--- src/rtl/if_pkg.sv ---
// Shared types and helpers for the instruction-fetch stage.
// Holds the queue entry layout, the handshake FSM states and PC alignment.
package if_pkg;

    localparam int IF_XLEN    = 32;
    localparam int IF_ILEN    = 32;
    localparam int INST_BYTES = 4;

    typedef struct packed {
        logic [IF_XLEN-1:0] pc;
        logic [IF_ILEN-1:0] inst;
    } fetch_entry_t;

    typedef enum logic [1:0] {
        ST_IDLE,
        ST_WAIT_RESP,
        ST_WAIT_KILL
    } fetch_state_t;

    function automatic logic [IF_XLEN-1:0] pc_align(input logic [IF_XLEN-1:0] pc);
        return pc & ~IF_XLEN'(INST_BYTES - 1);
    endfunction

endpackage

--- src/rtl/if_queue.sv ---
// Generic DEPTH-entry synchronous FIFO with flush.
// Pointers carry one extra wrap bit so full and empty are told apart by the MSB.
module if_queue
    import if_pkg::*;
#(
    parameter int  DEPTH   = 4,
    parameter type entry_t = fetch_entry_t
) (
    input  logic                   clk,
    input  logic                   rst_ni,
    input  logic                   flush_i,
    input  logic                   push_i,
    input  entry_t                 push_data_i,
    input  logic                   pop_i,
    output entry_t                 head_o,
    output logic                   full_o,
    output logic                   empty_o,
    output logic [$clog2(DEPTH):0] count_o
);

    localparam int AW = $clog2(DEPTH);
    localparam logic [AW:0] PTR_ONE = (AW + 1)'(1);

    entry_t      mem_q [DEPTH];
    logic [AW:0] wr_ptr_q, wr_ptr_d;
    logic [AW:0] rd_ptr_q, rd_ptr_d;
    logic        do_push, do_pop;

    assign empty_o = (wr_ptr_q == rd_ptr_q);
    assign full_o  = (wr_ptr_q[AW] != rd_ptr_q[AW]) &&
                     (wr_ptr_q[AW-1:0] == rd_ptr_q[AW-1:0]);
    assign count_o = wr_ptr_q - rd_ptr_q;
    assign head_o  = mem_q[rd_ptr_q[AW-1:0]];

    assign do_push = push_i && !full_o && !flush_i;
    assign do_pop  = pop_i && !empty_o && !flush_i;

    // NOTE: every always_comb output gets a default first, so no path can infer a latch.
    always_comb begin
        wr_ptr_d = wr_ptr_q;
        rd_ptr_d = rd_ptr_q;
        if (flush_i) begin
            wr_ptr_d = '0;
            rd_ptr_d = '0;
        end else begin
            if (do_push) wr_ptr_d = wr_ptr_q + PTR_ONE;
            if (do_pop)  rd_ptr_d = rd_ptr_q + PTR_ONE;
        end
    end

    // NOTE: state uses non-blocking assignments so all flops update together at the edge.
    always_ff @(posedge clk or negedge rst_ni) begin
        if (!rst_ni) begin
            wr_ptr_q <= '0;
            rd_ptr_q <= '0;
        end else begin
            wr_ptr_q <= wr_ptr_d;
            rd_ptr_q <= rd_ptr_d;
        end
    end

    // NOTE: storage has no reset; the pointers decide validity and the top masks an empty head.
    always_ff @(posedge clk) begin
        if (do_push) mem_q[wr_ptr_q[AW-1:0]] <= push_data_i;
    end

endmodule

--- src/rtl/if_fetch_queue.sv ---
// Instruction-fetch stage: PC, single-outstanding imem handshake, redirect/kill, fetch queue.
// Define IF_PERF_EN to add saturating perf_fetched/perf_flushes/perf_stall counters.
module if_fetch_queue
    import if_pkg::*;
#(
    parameter int             XLEN     = IF_XLEN,
    parameter int             ILEN     = IF_ILEN,
    parameter int             DEPTH    = 4,
    parameter logic [XLEN-1:0] RESET_PC = '0
) (
    input  logic            clk,
    input  logic            rst,
    input  logic            redirect,
    input  logic [XLEN-1:0] redirect_pc,
    output logic            imem_req,
    output logic [XLEN-1:0] imem_addr,
    input  logic            imem_gnt,
    input  logic            imem_rvalid,
    input  logic [ILEN-1:0] imem_rdata,
    output logic            out_valid,
    input  logic            out_ready,
    output logic [ILEN-1:0] out_inst,
    output logic [XLEN-1:0] out_pc,
    output logic [XLEN-1:0] out_npc
`ifdef IF_PERF_EN
    ,
    output logic [31:0]     perf_fetched,
    output logic [31:0]     perf_flushes,
    output logic [31:0]     perf_stall
`endif
);

    localparam int CW = $clog2(DEPTH) + 1;

    typedef struct packed {
        logic [XLEN-1:0] pc;
        logic [ILEN-1:0] inst;
    } entry_t;

    fetch_state_t    state_q, state_d;
    logic [XLEN-1:0] fetch_pc_q, fetch_pc_d;
    logic [XLEN-1:0] req_pc_q, req_pc_d;
    logic            fire, q_push, q_pop, q_full, q_empty;
    logic [CW-1:0]   q_count;
    entry_t          q_head, q_push_data;

    // Requests stop while in reset, while a response is owed, or while the queue has no slot.
    assign imem_req  = rst && (state_q == ST_IDLE) && (q_count < CW'(DEPTH)) && !redirect;
    assign imem_addr = fetch_pc_q;
    assign fire      = imem_req && imem_gnt;

    assign q_pop       = out_valid && out_ready;
    assign q_push_data = '{pc: req_pc_q, inst: imem_rdata};

    always_comb begin
        state_d    = state_q;
        fetch_pc_d = fetch_pc_q;
        req_pc_d   = req_pc_q;
        q_push     = 1'b0;
        unique case (state_q)
            ST_IDLE: begin
                if (fire) begin
                    state_d    = ST_WAIT_RESP;
                    req_pc_d   = fetch_pc_q;
                    fetch_pc_d = fetch_pc_q + XLEN'(INST_BYTES);
                end
            end
            ST_WAIT_RESP: begin
                if (imem_rvalid) begin
                    state_d = ST_IDLE;
                    q_push  = !redirect;
                end else if (redirect) begin
                    state_d = ST_WAIT_KILL;
                end
            end
            ST_WAIT_KILL: begin
                if (imem_rvalid) state_d = ST_IDLE;
            end
            default: state_d = ST_IDLE;
        endcase
        if (redirect) fetch_pc_d = XLEN'(pc_align(IF_XLEN'(redirect_pc)));
    end

    always_ff @(posedge clk or negedge rst) begin
        if (!rst) begin
            state_q    <= ST_IDLE;
            fetch_pc_q <= RESET_PC;
            req_pc_q   <= '0;
        end else begin
            state_q    <= state_d;
            fetch_pc_q <= fetch_pc_d;
            req_pc_q   <= req_pc_d;
        end
    end

    if_queue #(
        .DEPTH   (DEPTH),
        .entry_t (entry_t)
    ) u_queue (
        .clk         (clk),
        .rst_ni      (rst),
        .flush_i     (redirect),
        .push_i      (q_push),
        .push_data_i (q_push_data),
        .pop_i       (q_pop),
        .head_o      (q_head),
        .full_o      (q_full),
        .empty_o     (q_empty),
        .count_o     (q_count)
    );

    // The credit rule must never let a response land in a full queue.
    a_no_overflow : assert property (@(posedge clk) disable iff (!rst) !(q_push && q_full));

    assign out_valid = !q_empty;
    assign out_inst  = q_empty ? '0 : q_head.inst;
    assign out_pc    = q_empty ? '0 : q_head.pc;
    assign out_npc   = q_empty ? '0 : q_head.pc + XLEN'(INST_BYTES);

`ifdef IF_PERF_EN
    logic [31:0] perf_fetched_q, perf_flushes_q, perf_stall_q;

    always_ff @(posedge clk or negedge rst) begin
        if (!rst) begin
            perf_fetched_q <= '0;
            perf_flushes_q <= '0;
            perf_stall_q   <= '0;
        end else begin
            if (q_push && (perf_fetched_q != '1))            perf_fetched_q <= perf_fetched_q + 32'd1;
            if (redirect && (perf_flushes_q != '1))          perf_flushes_q <= perf_flushes_q + 32'd1;
            if (out_valid && !out_ready && (perf_stall_q != '1)) perf_stall_q <= perf_stall_q + 32'd1;
        end
    end

    assign perf_fetched = perf_fetched_q;
    assign perf_flushes = perf_flushes_q;
    assign perf_stall   = perf_stall_q;
`endif

endmodule
--- config.mk ---
export PLATFORM = sky130hd
export DESIGN_NAME = if_fetch_queue
export DESIGN_NICKNAME = d
export VERILOG_FILES = /design/src/rtl/if_pkg.sv /design/src/rtl/if_queue.sv /design/src/rtl/if_fetch_queue.sv
export SDC_FILE = /design/constraint.sdc
export NUM_CORES = 1
export LEC_CHECK = 0
export ABC_AREA = 1
export BUFFER_PORTS_ARGS = -buffer_cell sky130_fd_sc_hd__buf_2
export CAP_MARGIN = 15
export CORE_MARGIN = 1.5
export CORE_UTILIZATION = 60
export CTS_CLUSTER_SIZE = 10
export DETAILED_ROUTE_END_ITERATION = 6
export GPL_TIMING_DRIVEN = 1
export PLACE_DENSITY = 0.82
export SLEW_MARGIN = 40
export SYNTH_ARGS = -nofsm -noshare
export SYNTH_HDL_FRONTEND = slang
export SYNTH_SLANG_ARGS = --single-unit
--- constraint.sdc ---
create_clock -name clk -period 13.8 [get_ports clk]
set_input_delay 1.38 -clock clk [delete_from_list [all_inputs] [get_ports clk]]
set_output_delay 1.38 -clock clk [all_outputs]
set_load 0.05 [all_outputs]
==> results_dict.tcl <==
set metrics [dict create \
    grt_pass1_wl_mm 57.24 \
    fin_skew_ps 33.26 \
    die_w_um 161.1 \
    ir_worst_vdd_uv 104.8 \
    critPathKind "reg -> out" \
    outcome "finished, violations left" \
    worstReg2RegStart "u_queue.rd_ptr_q[1]" \
    drt_iter0_markers 1152 \
    fmax_mhz 166.1 \
    p_clk_frac 0.278 \
    drtAntennaViolNets 0 \
    power_frac_comb 0.320 \
    worstPathMaxFanout 48 \
    r2r_cells 7 \
    placeableCoreArea_um2 24390 \
    synth_area_leaders "edfxtp_1 (50%), nand2_1 (12%), dfrtp_1 (11%)" \
    synth_top_area_cell "edfxtp_1" \
    synthCells 1606 \
    wl_per_cell_um 17.06 \
    portBuffers 191 \
    initial_core_util 0.6146 \
    worstSetupEndpointType "output port" \
    fin_setup_tns_ps 0 \
    cts_resized 0 \
    viasPerCell 5.630 \
    clockRootBuffer "clkbuf_16" \
    place_congestion 0.9054 \
    totalWireLength_mm 36.11 \
    clockBufferDepth 3 \
    rows 57 \
    seqPwrFrac 0.402 \
    p_total_uw 3080 \
    r2r_end "u_queue.mem_q[0][47]" \
    p_sw_uw 1224 \
    slew_viol_final 0 \
    dr_total_vias 11920 \
    grt_max_degree 133 \
    hold_path.class "reg -> reg" \
    r2r_slack_ps 9480 \
    p_per_area_nw_per_um2 179.8 \
    rsz0062_at_grt "no" \
    path_cells "inv_2, ha_1, nand3_2, inv_2, buf_4, nor2_1, inv_1, nand2_1, nand2_1, inv_1, buf_2" \
    place_area_um2 16080 \
    finalHoldViolCount 0 \
    netSwitchingFraction 0.3973 \
    dieArea_um2 25940 \
    clkTransAtPathRegs_ps 50 \
    cts_sinks 316 \
    cts_hold_buffers 0 \
    grt_pass1_vias 11350 \
    critPathArrivalTime_ps 4640 \
    hold_path_depth 1 \
    route.detailed.drc 1 \
    netlist_top_cells_count "nand2_1 (496), nor2_1 (255), edfxtp_1 (248)" \
    violations "design-rule violations" \
    critPathMaxStageDelay_ps 880 \
    synth-main-ff-cell "edfxtp_1" \
    clk_latency_ps 510 \
    worstHoldEndpoint "u_queue.rd_ptr_q[2]" \
    synth_cell_type_count 36 \
    syn_area_per_cell_um2 9.334 \
    numCtsBuffers 38 \
    synthArstFlopShare 0.2152 \
    cts_tree "built" \
    required_ps 12420 \
    grt_util_all_layers 0.2805 \
    setup_viol 0 \
    hold_start "u_queue.rd_ptr_q[2]" \
    pin_count 200 \
    antenna_found_initial 2 \
    yosys.area.top_type_share 0.4968 \
    p_int_uw 1856 \
    design_area_um2 17130 \
    grt_remaining_overflow 0 \
    cap_violations 0 \
    areaGrowthSynthToFinish_pct 14.26 \
    cellLeakagePower_uw 0.007240 \
    syn-cell-area_um2 14990 \
    drtPass1Iterations 7 \
    ys_seq_elements 316 \
    cts_setup_buffers 0 \
    htree_num_levels 2 \
    nNetsFinal 1854 \
    min_period_ps 6020 \
    cp_slowest_cell "dfrtp_2" \
    die_height_um 161.1 \
    start_kind "register" \
    slew_headroom 0.4528 \
    tightest_slew_ps 820.7 \
    yosysSeqAreaShare 0.6103 \
    min_period_over_period 0.4362 \
    ys_warn_count 0 \
    yosysMostFrequentCell "nand2_1" \
    place_hpwl_mm 22.59 \
    synth_edf_count 248 \
    drive_above_1_share 0.1658 \
]
-- layout make-up --
type                    instances  area, µm²
diodes                          2      5.005
clock buffers                  53       1007
clock inverters                 3      32.53
fillers                      1727       7263
inverters                      77      296.5
multi-input cells            1139       5134
flip-flops and latches        316       9154
well taps                     324      405.4
repair buffers                203       1094
-- power by group through the flow --
| stage | sequential (µW) | combinational, µW | clock (µW) |
|---|---|---|---|
| 2_1_floorplan | 1240 | 735 | 0 |
| 3_3_place_gp | 1240 | 954 | 0 |
| 3_5_place_dp | 1250 | 974 | 0 |
| 4_1_cts | 1230 | 982 | 862 |
| 5_1_grt | 1250 | 1060 | 905 |
| 6_report | 1240 | 986 | 855 |
-- cells in the final DEF, fill, tap and decap left out, drive strengths merged --
master and n:
xor2 23, dfrtp 68, clkinvlp 1, clkbuf 53, edfxtp 248, or2 2, ha 9, nor3b 1
nand4 6, nor3 16, nor2 273, inv 78, o31ai 1, nand3 99, conb 6, and2 2
clkinv 1, buf 203, o211ai 22, diode 2, a32o 1, a21oi 53, o21ai 107, nand3b 1
xnor2 4, nand2 511, a211oi 2
-- stage by stage --
stage	hold WS, ps	setup slack, ps	utilization	std cells
after floorplan	452.0	8724	-	1611
after global placement	470.1	8450	0.6568	2057
after detailed placement	474.2	8383	0.6594	2059
after CTS	481.1	7839	0.7020	2115
after global routing	491.4	7437	0.7022	2117
final	478.2	7780	0.7022	2117
-- cells by family (layout without fill, tap and decap cells) --
logic type	Yosys count	count (layout)	share of synthesized area
buffers and inverters	156	336	0.05083
adders and majority gates	9	9	0.007512
other	1	8	0.0002502
AOI/OAI and AO/OA	186	186	0.06660
DFF	316	316	0.6103
and+or+nand+nor	911	911	0.2487
xor gates and xnor gates	27	27	0.01577
-- flip-flops by register name, indices dropped and copies added (netlist names) --
| register | flops |
|---|---|
| state_q | 2 |
| u_queue.rd_ptr_q | 3 |
| u_queue.mem_q | 248 |
| u_queue.wr_ptr_q | 3 |
| imem_addr | 30 |
| req_pc_q | 30 |
-- worst max path at each step --
stage	to	cells after the start	slack [ps]	from
after floorplan	u_queue.wr_ptr_q[2]	6	8720	redirect
after global placement	out_npc[31]	11	8450	u_queue.rd_ptr_q[1]
after detailed placement	out_npc[31]	11	8380	u_queue.rd_ptr_q[1]
after CTS	out_npc[31]	11	7840	u_queue.rd_ptr_q[1]
after global routing	out_npc[30]	11	7440	u_queue.rd_ptr_q[1]
final	out_npc[31]	11	7780	u_queue.rd_ptr_q[1]
-- critical path: cells and delay by family (launching register included) --
kind	cells	cell delay, ps
buffers and inverters	6	1920
flip-flops	1	880
AND/OR/NAND/NOR	4	760
adder cells (fa/ha/maj)	1	520
-- layer usage --
| layer | share of wire | wire length [µm] | global-route usage |
|---|---|---|---|
| met2 | 0.47 | 17130 | 0.4553 |
| met5 | 0 | 0 | 0 |
| met4 | 0.027 | 978 | 0.09680 |
| met1 | 0.41 | 14930 | 0.3907 |
| met3 | 0.085 | 3078 | 0.04237 |
(Power assumes the default switching activity.)
